File: config.mk
export PLATFORM = sky130hd
export DESIGN_NAME = mem_initiator
export DESIGN_NICKNAME = d
export VERILOG_FILES = /design/src/rtl/mem_initiator.sv
export SDC_FILE = /design/constraint.sdc
export NUM_CORES = 1
export LEC_CHECK = 0
export CAP_MARGIN = 20
export CORE_MARGIN = 3
export CORE_UTILIZATION = 45
export DETAILED_ROUTE_END_ITERATION = 7
export PLACE_DENSITY = 0.74
export SYNTH_ARGS = -nofsm -noshare
export SYNTH_HDL_FRONTEND = slang
export SYNTH_SLANG_ARGS = --single-unit
File: constraint.sdc
create_clock -name clk_i -period 2.94 [get_ports clk_i]
set_input_delay 0.588 -clock clk_i [delete_from_list [all_inputs] [get_ports clk_i]]
set_output_delay 0.588 -clock clk_i [all_outputs]
set_load 0.01 [all_outputs]
File: src/rtl/mem_initiator.sv
`default_nettype none
// ============================================================================
// Module  : mem_initiator
// Brief   : valid/ready memory bus master. Writes and/or reads back the
//           pattern (seed + k) over a wrapping address range and reports the
//           mismatch count and the first failing address. Per-beat stall
//           timeout is compiled in when MEM_INIT_TIMEOUT_EN is defined.
// Rev     : 1.0  initial release
// ============================================================================
module mem_initiator #(
  parameter int WIDTH          = 8,
  parameter int DEPTH          = 16,
  parameter int ADDRESS_WIDTH  = $clog2(DEPTH),
  parameter int TIMEOUT_CYCLES = 16
) (
  input  logic                     clk_i,
  input  logic                     rst_i,
  input  logic                     start_i,
  input  logic [1:0]               mode_i,
  input  logic [ADDRESS_WIDTH-1:0] start_addr_i,
  input  logic [ADDRESS_WIDTH:0]   num_i,
  input  logic [WIDTH-1:0]         seed_i,
  output logic                     busy_o,
  output logic                     done_o,
  output logic [ADDRESS_WIDTH:0]   err_cnt_o,
  output logic [ADDRESS_WIDTH-1:0] first_err_addr_o,
  output logic                     timeout_o,
  output logic                     valid_o,
  output logic                     wr_rd_en_o,
  output logic [ADDRESS_WIDTH-1:0] addr_o,
  output logic [WIDTH-1:0]         wdata_o,
  input  logic                     ready_i,
  input  logic [WIDTH-1:0]         rdata_i
);

  localparam logic [2:0] c_IDLE  = 3'd0;
  localparam logic [2:0] c_WRITE = 3'd1;
  localparam logic [2:0] c_TURN  = 3'd2;
  localparam logic [2:0] c_READ  = 3'd3;
  localparam logic [2:0] c_DONE  = 3'd4;

  localparam logic [1:0] c_MODE_RD    = 2'b01;
  localparam logic [1:0] c_MODE_WR_RD = 2'b10;

  localparam logic [ADDRESS_WIDTH:0] c_DEPTH = (ADDRESS_WIDTH+1)'(DEPTH);
  localparam logic [ADDRESS_WIDTH:0] c_ONE   = (ADDRESS_WIDTH+1)'(1);

  logic [2:0]               r_state;
  logic [2:0]               w_next_state;
  logic [1:0]               r_mode;
  logic [ADDRESS_WIDTH-1:0] r_start_addr;
  logic [ADDRESS_WIDTH:0]   r_num;
  logic [WIDTH-1:0]         r_seed;
  logic [ADDRESS_WIDTH:0]   r_beat;
  logic [ADDRESS_WIDTH:0]   r_err_cnt;
  logic [ADDRESS_WIDTH-1:0] r_first_err_addr;

  logic [ADDRESS_WIDTH:0]   w_num_sat;
  logic [ADDRESS_WIDTH:0]   w_addr_sum;
  logic [ADDRESS_WIDTH-1:0] w_addr;
  logic [WIDTH-1:0]         w_data;
  logic                     w_start;
  logic                     w_active;
  logic                     w_fire;
  logic                     w_last;
  logic                     w_timeout_hit;

  assign w_num_sat  = (num_i > c_DEPTH) ? c_DEPTH : num_i;
  assign w_start    = (r_state == c_IDLE) && start_i;
  assign w_active   = (r_state == c_WRITE) || (r_state == c_READ);
  assign w_fire     = w_active && ready_i;
  assign w_last     = (r_beat == (r_num - c_ONE));

  // start_addr and beat are both below DEPTH, so one conditional subtract wraps
  assign w_addr_sum = {1'b0, r_start_addr} + r_beat;
  assign w_addr     = ADDRESS_WIDTH'((w_addr_sum >= c_DEPTH) ? (w_addr_sum - c_DEPTH) : w_addr_sum);
  assign w_data     = WIDTH'({{(ADDRESS_WIDTH+1){1'b0}}, r_seed} + {{WIDTH{1'b0}}, r_beat});

`ifdef MEM_INIT_TIMEOUT_EN
  localparam int c_STALL_W = $clog2(TIMEOUT_CYCLES + 1);
  localparam logic [c_STALL_W-1:0] c_STALL_LAST = c_STALL_W'(TIMEOUT_CYCLES - 1);
  localparam logic [c_STALL_W-1:0] c_STALL_ONE  = c_STALL_W'(1);

  logic [c_STALL_W-1:0] r_stall;
  logic                 r_timeout;

  assign w_timeout_hit = w_active && !ready_i && (r_stall == c_STALL_LAST);
  assign timeout_o     = r_timeout;

  always_ff @(posedge clk_i or negedge rst_i) begin
    if (!rst_i) begin
      r_stall   <= '0;
      r_timeout <= 1'b0;
    end else begin
      if (w_start) begin
        r_timeout <= 1'b0;
      end else if (w_timeout_hit) begin
        r_timeout <= 1'b1;
      end
      if (!w_active || w_fire) begin
        r_stall <= '0;
      end else begin
        r_stall <= r_stall + c_STALL_ONE;
      end
    end
  end
`else
  logic w_unused_timeout_cfg;
  assign w_unused_timeout_cfg = (TIMEOUT_CYCLES != 0);
  assign w_timeout_hit        = 1'b0;
  assign timeout_o            = 1'b0;
`endif

  always_ff @(posedge clk_i or negedge rst_i) begin
    if (!rst_i) begin
      r_state <= c_IDLE;
    end else begin
      r_state <= w_next_state;
    end
  end

  always_comb begin
    w_next_state = r_state;
    case (r_state)
      c_IDLE: begin
        if (start_i) begin
          if (w_num_sat == '0) begin
            w_next_state = c_DONE;
          end else if (mode_i == c_MODE_RD) begin
            w_next_state = c_READ;
          end else begin
            w_next_state = c_WRITE;
          end
        end
      end
      c_WRITE: begin
        if (w_timeout_hit) begin
          w_next_state = c_DONE;
        end else if (w_fire && w_last) begin
          w_next_state = (r_mode == c_MODE_WR_RD) ? c_TURN : c_DONE;
        end
      end
      c_TURN:  w_next_state = c_READ;
      c_READ: begin
        if (w_timeout_hit || (w_fire && w_last)) begin
          w_next_state = c_DONE;
        end
      end
      c_DONE:  w_next_state = c_IDLE;
      default: w_next_state = c_IDLE;
    endcase
  end

  always_comb begin
    valid_o    = w_active;
    wr_rd_en_o = (r_state == c_WRITE);
    busy_o     = w_active || (r_state == c_TURN);
    done_o     = (r_state == c_DONE);
    addr_o     = '0;
    wdata_o    = '0;
    if (w_active) begin
      addr_o = w_addr;
    end
    if (r_state == c_WRITE) begin
      wdata_o = w_data;
    end
  end

  always_ff @(posedge clk_i or negedge rst_i) begin
    if (!rst_i) begin
      r_mode       <= '0;
      r_start_addr <= '0;
      r_num        <= '0;
      r_seed       <= '0;
      r_beat       <= '0;
    end else begin
      if (w_start) begin
        r_mode       <= mode_i;
        r_start_addr <= start_addr_i;
        r_num        <= w_num_sat;
        r_seed       <= seed_i;
        r_beat       <= '0;
      end else if (r_state == c_TURN) begin
        r_beat <= '0;
      end else if (w_fire) begin
        r_beat <= r_beat + c_ONE;
      end
    end
  end

  always_ff @(posedge clk_i or negedge rst_i) begin
    if (!rst_i) begin
      r_err_cnt        <= '0;
      r_first_err_addr <= '0;
    end else if (w_start) begin
      r_err_cnt        <= '0;
      r_first_err_addr <= '0;
    end else if (w_fire && (r_state == c_READ) && (rdata_i != w_data)) begin
      if (r_err_cnt == '0) begin
        r_first_err_addr <= w_addr;
      end
      if (!(&r_err_cnt)) begin
        r_err_cnt <= r_err_cnt + c_ONE;
      end
    end
  end

  assign err_cnt_o        = r_err_cnt;
  assign first_err_addr_o = r_first_err_addr;

endmodule
`default_nettype wire

Yosys cells after proc, flatten, opt, wreduce, memory -nomap -nowiden
Cells that the tools add are included.

Add/sub/neg operators: 6. Magnitude comparators: 2. Equal/unequal tests: 12. Multiplexer cells: 20. Reductions and logical operators: 17.

Operator list (number): 5-bit two-way mux (7); 4-bit two-way mux (5); 3-bit two-way mux (5); 3-bit case mux with 4 select lines (1); 5-bit by 1-bit adder with 5-bit output (second input constant) (2); 5-bit zero test (2); 8-bit by 5-bit adder with 8-bit output (1); 8-bit two-way mux (1); 8-bit inequality test (1); 3-bit by 2-bit equality test with 1-bit output (second input constant) (2); 2-bit inequality test (second input constant) (3); 4-bit by 5-bit adder with 5-bit output (1); 5-bit equality test (1); 5-bit >= comparator (second input constant) (1); 5-bit > comparator (second input constant) (1); 1-bit logical AND (5); 5-bit AND reduction (1); 5-bit by 1-bit subtractor with 5-bit output (second input constant) (1); 2-bit AND reduction (2); 2-bit nonzero test (2); 4-bit by 1-bit subtractor with 4-bit output (second input constant) (1); 3-bit by 1-bit equality test with 1-bit output (second input constant) (1); 3-bit equality test (second input constant) (1); 3-bit zero test (1); 7 further kinds (8).

Flip-flop bits (word level): 36. Output and inout port bits: 26.

Logic depth before layout (Yosys ltp)
Gate-level depths: netlist of the first run.

Depth in word-level cells: 7. Depth in mapped cells: 10. Gate-level depth less buffers: 9.

Least setup slack after synthesis of the first run
Ideal clock, no wire load.

Kind: register to register. From: register r_beat[0]. To: register r_err_cnt[3] (netlist: err_cnt_o[3]). Library setup time: 0.078 ns. Data arrival time: 2.572 ns. Path slack: 0.290 ns. Cell stages (with the launch flop): 11. Period minus slack after synthesis: 2.650 ns. Path through: dfrtp_1 -> ha_1 -> fa_1 -> a21o_1 -> a21oi_1 -> xnor2_1 -> nor4_1 -> and4_1 -> buf_6 -> or4_1 -> a21oi_1.

Word-level cells in the longest chain between the ends: 5.

Ends and longest elaborated chain: start, declared (RTL line 54) `logic [ADDRESS_WIDTH:0] r_beat;`; start signal, assigned (RTL line 186) `r_beat <= r_beat + c_ONE;`; 8-bit by 5-bit adder with 8-bit output (RTL line 77) `assign w_data = WIDTH'({{(ADDRESS_WIDTH+1){1'b0}}, r_seed} + {{WIDTH{1'b0}}, r_beat});`; 8-bit inequality test (RTL line 198) `end else if (w_fire && (r_state == c_READ) && (rdata_i != w_data)) begin`; 1-bit logical AND (RTL line 198); 2-bit nonzero test (no source line); 2-bit AND reduction (no source line); end signal, assigned (RTL line 203) `r_err_cnt <= r_err_cnt + c_ONE;`; end, declared (RTL line 55) `logic [ADDRESS_WIDTH:0] r_err_cnt;`.

No other way between the ends. A chain may end at the register's enable or synchronous reset.

Final worst setup path of the first run
From: register r_state[2]. To: output wdata_o[0].

Word-level cells in the longest chain between the ends: 2.

Ends and longest elaborated chain: start, declared (RTL line 48) `logic [2:0] r_state;`; start signal, assigned (RTL line 116) `r_state <= c_IDLE;`; start signal, assigned (RTL line 118) `r_state <= w_next_state;`; 3-bit by 1-bit equality test with 1-bit output (RTL line 164) `if (r_state == c_WRITE) begin`; 8-bit two-way mux (RTL line 164); end, declared (RTL line 31) `output logic [WIDTH-1:0] wdata_o,`.

No other way between the ends.

==> flow_summary.ini, run 1 <==
[outcome]
outcome = completed

[sta]
layout_min_cycle_time_ps = 2810
hold_ws_ps = 500
relSlewSlack = 0.526
post-route-period-util = 0.957
final.setup.tns_ps = 0
finalSetupViolations = 0
hold_violations = 0
maxSlewViolCount = 0
worst_pin_slew_ps = 706
finClkSkew_ps = 11.3
timing.fmax_ghz = 0.356
rsz0062_at_grt = no

[job]
maxCapViolCount = 0

[worst_setup_path]
cp-end-kind = primary output
r2r-start = r_seed[0]$_DFFE_PN0P_
path_max_fanout = 11
cp_slowest_cell = clkdlybuf4s50_1
worst_setup_path_start_kind = flip-flop
arrival_ps = 2220
cp.required_ps = 2350
critPathKind = reg2out
crit_path_max_incr_delay_ps = 540
critPathLaunch = r_state[2]$_DFFE_PN0P_
crit_chain = nand2b_2 -> or2_2 -> inv_1 -> and2_1 -> clkdlybuf4s50_1

[route]
first_pass_iters = 4
ant_nets = 0
wl_per_cell_um = 13.9
drtIter0Drc = 51
wl_um = 5100
post-route-drc-count = 0
vias_per_cell = 5.18
vias = 1907

[synthesis]
yosysWarnings = 0
synth_area_mm2 = 0.00234
synth-async-reset-ratio = 1.00
ys.flop_type = dfrtp_1
ys_seq_elements = 36
seq_area_frac_synth = 0.384
syn-num-nets = 288
synth_edf_count = 0
syn_avg_cell_area_um2 = 9.69
synth_cells = 242
synth.distinct_cells = 48

[clocking]
cts_tree = yes
clk_latency_ps = 290
htree_levels = 2
cts_buffers = 5
cts.sinks = 36
root_buffer = clkbuf_8
path_clk_slew_ps = 80
clockBufferDepth = 2
ctsHoldBuffers = 0

[cells_and_area]
area_delta_synth_final_pct = 33.1
stdcell_area_mm2 = 0.00312
antenna_cells = 0
fillers = 400
utilization = 0.640
nets = 346
drive_gt1_frac = 0.130

[die]
dieArea_mm2 = 0.00611
ioPinCount = 57
die_w_um = 78.2
rows = 25
initial_core_util = 0.481
die_height_um = 78.2
core-area_mm2 = 0.00488

[placement]
place_area_mm2 = 0.00296
portBuffers = 55
dp_hpwl_um = 3940
gp_congestion = 0.878

[global_route]
grt_antenna_before_repair = 0
grt_pass1_vias = 1880
grt_pass1_wl_um = 8540
grt_usage = 0.175
grt-ovfl-total = 0
grt_max_degree = 37

[hold_path]
hold_class = reg2reg
min_from = r_mode[0]$_DFFE_PN0P_

[power_and_ir_drop]
power.density_mw_per_mm2 = 1050
p_leak_nw = 1.41
ir_drop_v = 0.000619
finalPower_w = 0.00328
## cells by family (layout without fill, tap and decap cells)
logic type      after synthesis  count (layout)  synth area share
simple gates                 84              84             0.187
flops                        36              36             0.384
compound gates               34              34            0.0913
xor+xnor                     29              29             0.120
buf+inv                      26              85            0.0502
mux                          17              17            0.0795
fa+ha+maj                    15              15            0.0864
other cells                   1               1           0.00160
## final timing paths
kind	slack, ps	end	cells past startpoint
min in group asynchronous	700	r_state[2]$_DFFE_PN0P_	2
min	500	r_mode[0]$_DFFE_PN0P_	1
max reg2reg	190	err_cnt_o[3]$_DFFE_PN0P_	9
max in group asynchronous	1900	r_beat[0]$_DFFE_PN0P_	2
min reg2reg	500	r_mode[0]$_DFFE_PN0P_	1
max	130	wdata_o[0]	5
## critical path, delay by kind of cell, from the launching register on
kind          cells  cell delay (ps)
simple gates      3              780
buf+inv           2              670
flops             1              480
## synth_stat cells, types with 2 or more instances
master,count,share of area
a21o_1,3,0.0096
a21oi_1,10,0.021
and2_1,4,0.011
and3_1,4,0.011
buf_4,3,0.0096
clkbuf_1,6,0.0096
dfrtp_1,36,0.38
fa_1,2,0.017
ha_1,13,0.069
inv_1,14,0.022
mux2_2,13,0.062
mux2i_1,4,0.017
nand2_1,18,0.029
nand2b_1,3,0.0080
nand3_1,6,0.013
nand3b_1,3,0.0096
nand4_1,5,0.013
nor2_1,21,0.034
nor3_1,7,0.015
nor3b_1,2,0.0064
o21ai_0,10,0.021
o31ai_1,2,0.0064
or4_1,2,0.0064
xnor2_1,16,0.060
xnor3_1,2,0.019
xor2_1,11,0.041
## state kept, by name, summed over array words and instances, names as in the netlist
register          flops
r_seed                8
first_err_addr_o      4
err_cnt_o             5
r_state               3
r_beat                5
r_mode                2
r_num                 5
r_start_addr          4
## layout make-up
class / count / area, um2 / area share
clock inverter: 2 / 35.0 / 0.0112
tap: 67 / 83.8 / 0.0269
multi-input combinational: 180 / 1360 / 0.435
clock buffer: 6 / 72.6 / 0.0232
inverter: 14 / 52.6 / 0.0168
timing repair buffer: 63 / 618 / 0.198
sequential: 36 / 902 / 0.289
## report_power, final
part           total (W)  internal [W]  leakage (nW)  switching, W
combinational    0.00196       0.00105         0.898      0.000905
sequential      0.000888      0.000695         0.454      0.000193
clock           0.000430      0.000252        0.0552      0.000179
## timing repair
item,in CTS,in global routing
setup endpoints to repair,4,7
gates resized for setup,7,7
pin swaps,0,1
setup buffers,0,2
## placed cells by master (no fill, tap or decap), types with 2 or more instances in the layout
cell type,Yosys,layout
a21oi_1,10,8
nand2b_1,3,2
o21ai_0,10,10
dfrtp_1,36,35
nor3b_1,2,2
nand4_1,5,5
and3_1,4,4
ha_1,13,11
dlymetal6s2s_1,0,4
nand3_1,6,6
mux2i_1,4,4
and2_1,4,4
a21o_1,3,3
a21oi_2,1,3
o31ai_1,2,2
buf_4,3,8
xor2_1,11,11
xnor3_1,2,2
clkbuf_8,0,5
nor3_1,7,7
dlygate4sd2_1,0,2
nor2_1,21,21
nand3b_1,3,3
inv_1,14,14
mux2_2,13,13
or4_1,2,2
clkdlybuf4s50_1,0,49
fa_1,2,2
xnor2_1,16,16
nand2_1,18,18
## metal layers
metal / routed length, um / share of wire / vias up / track usage
met5: 0 / 0 / - / 0
met3: 226 / 0.044 / 4 / 0.0401
li1: - / - / 948 / -
met4: 57 / 0.011 / 0 / 0.0647
met2: 2480 / 0.49 / 43 / 0.285
met1: 2340 / 0.46 / 912 / 0.227
## per-stage QoR
step | std cells | worst slack, ps
finish | 368 | 127
global route | 368 | 17.9
CTS | 366 | 7.86
detailed placement | 358 | 158
global placement | 358 | 216
floorplan | 242 | 290
Power figures use the tool's default switching activity.
==> run 2: changes to the inputs <==
--- a/config.mk
+++ b/config.mk
@@ -6,7 +6,6 @@
 export NUM_CORES = 1
 export LEC_CHECK = 0
 export CAP_MARGIN = 20
-export CORE_MARGIN = 3
 export CORE_UTILIZATION = 45
 export DETAILED_ROUTE_END_ITERATION = 7
 export PLACE_DENSITY = 0.74
==> run 2 against run 1 <==
Compared with the run above: routed wire length decreased by 3.2%; via count increased by 1.4%; critical endpoint unchanged; critical path type unchanged; utilization increased by 0.59 points; final cell count increased by 0.54%; power increased by 1.7%; setup slack improved by 7.5 ps; global-route usage increased by 1.9 points; flip-flop and latch count unchanged; largest cell class unchanged; critical path depth unchanged; sequential power decreased by 1%; highest routed layer unchanged; clock skew decreased by 2.5 ps.
==> flow_summary.ini, run 2 (same netlist as run 1, synthesis figures left out) <==
[die]
initial_core_util = 0.481
core-area_mm2 = 0.00488
ioPinCount = 57
die_height_um = 74.2
dieArea_mm2 = 0.00550
rows = 25
die_w_um = 74.2

[worst_setup_path]
path_max_fanout = 11
crit_path_max_incr_delay_ps = 530
worst_setup_path_start_kind = flip-flop
critPathKind = reg2out
cp.required_ps = 2350
rrSetupSlack_ps = 200
arrival_ps = 2220
crit_chain = nand2b_2 -> or2_2 -> inv_1 -> and2_1 -> clkdlybuf4s50_1
cp-end-kind = primary output
cp_slowest_cell = clkdlybuf4s50_1

[power_and_ir_drop]
p_leak_nw = 1.43
finalPower_w = 0.00333
power.share.combinational = 0.593
power.switching_w = 0.00127
p_int_w = 0.00206
power.density_mw_per_mm2 = 1060
ir_drop_v = 0.000733
sw_frac_of_total = 0.380
clockPowerShare = 0.143
sequentialPowerShare = 0.264

[sta]
finalSetupViolations = 0
finClkSkew_ps = 8.79
worst_pin_slew_ps = 625
hold_violations = 0
final.setup.tns_ps = 0
rsz0062_at_grt = no
relSlewSlack = 0.580
timing.fmax_ghz = 0.357
maxSlewViolCount = 0
layout_min_cycle_time_ps = 2810
setup_ws_ps = 135
post-route-period-util = 0.954

[clocking]
path_clk_slew_ps = 70
clockBufferDepth = 2
clk_latency_ps = 290
cts_tree = yes
ctsHoldBuffers = 0
root_buffer = clkbuf_8
htree_levels = 2
cts.sinks = 36
cts_buffers = 5

[placement]
dp_hpwl_um = 3710
portBuffers = 55
gp_congestion = 0.828
place_area_mm2 = 0.00297
preCtsSetupSlack_ps = 180

[route]
wl_per_cell_um = 13.3
ant_nets = 0
vias_per_cell = 5.22
first_pass_iters = 4
post-route-drc-count = 0
wl_um = 4940
drtIter0Drc = 58
vias = 1933

[cells_and_area]
fillers = 409
final_cell_mix = 50 x clkdlybuf4s50_1, 36 x dfrtp_1, 21 x nor2_1
top_register = r_seed
area_delta_synth_final_pct = 34.4
stdcell_area_mm2 = 0.00315
antenna_cells = 0
final_common_cell = clkdlybuf4s50_1
largest_register_ffs = 8
drive_gt1_frac = 0.139
nets = 348

[global_route]
grt_max_degree = 37
grt_pass1_wl_um = 7860
grt-ovfl-total = 0
grt_usage = 0.193
grt_antenna_before_repair = 0
grt_pass1_vias = 1702

[outcome]
outcome = completed

[hold_path]
hold_class = reg2reg

[job]
maxCapViolCount = 0
==> run 2: path summary, 6_finish.rpt <==
path,startpoint,to,cells after the start
worst min-delay path,r_mode[0]$_DFFE_PN0P_,r_mode[0]$_DFFE_PN0P_,1
worst min register to register,r_mode[0]$_DFFE_PN0P_,r_mode[0]$_DFFE_PN0P_,1
min in group asynchronous,rst_i,r_state[2]$_DFFE_PN0P_,2
worst max-delay path,r_state[2]$_DFFE_PN0P_,wdata_o[0],5
max in group asynchronous,rst_i,r_beat[3]$_DFFE_PN0P_,2
worst max register to register,r_seed[0]$_DFFE_PN0P_,first_err_addr_o[1]$_DFFE_PN0P_,9
==> run 2: routing by layer <==
layer	up-vias	global-route usage	routed length (um)
li1	949	-	-
met5	-	0	0
met1	929	0.261	2270
met4	0	0.0769	82
met3	7	0.0488	217
met2	48	0.298	2370
==> run 2: stage by stage <==
stage               cells   util  hold WS (ps)
floorplan             242      -           292
global placement      359  0.608           484
detailed placement    359  0.608           506
CTS                   367  0.637           523
global route          370  0.646           537
finish                370  0.646           520
==> run 2: critical path, delay by kind of cell, from the launching register on <==
kind,cells,cell delay (ps)
buffers and inverters,2,640
flip-flops,1,490
AND/OR/NAND/NOR,3,790
==> run 2: layout make-up <==
class	instances	area, um2	share of cell area
inverters	14	52.6	0.0167
flip-flops and latches	36	901	0.286
multi-input cells	180	1350	0.429
clock inverters	1	30.0	0.00953
well taps	67	83.8	0.0266
clock buffers	7	96.3	0.0306
repair buffers	65	634	0.201
==> run 2: power by group through the flow <==
stage | sequential [W] | clock (W) | combinational [W]
detailed placement | 0.000884 | 0 | 0.00192
floorplan | 0.000854 | 0 | 0.00123
finish | 0.000878 | 0.000477 | 0.00198
global route | 0.000906 | 0.000509 | 0.00216
CTS | 0.000880 | 0.000484 | 0.00195
global placement | 0.000879 | 0 | 0.00190
==> run 2: what timing repair did <==
| action | CTS | global route |
|---|---|---|
| endpoints found under the setup margin | 3 | 7 |
| buffers inserted | 0 | 3 |
| pin swaps | 0 | 2 |
| resized for setup | 5 | 7 |
| gates cloned | 0 | 0 |
==> run 3: changes to the inputs <==
--- a/config.mk
+++ b/config.mk
@@ -7,6 +7,7 @@
 export LEC_CHECK = 0
 export CAP_MARGIN = 20
 export CORE_UTILIZATION = 45
+export CTS_BUF_LIST = sky130_fd_sc_hd__clkbuf_8
 export DETAILED_ROUTE_END_ITERATION = 7
 export PLACE_DENSITY = 0.74
 export SYNTH_ARGS = -nofsm -noshare
==> results of run 3 <==
Same layout as run 2: the final DEF is identical, and so are final timing and power.
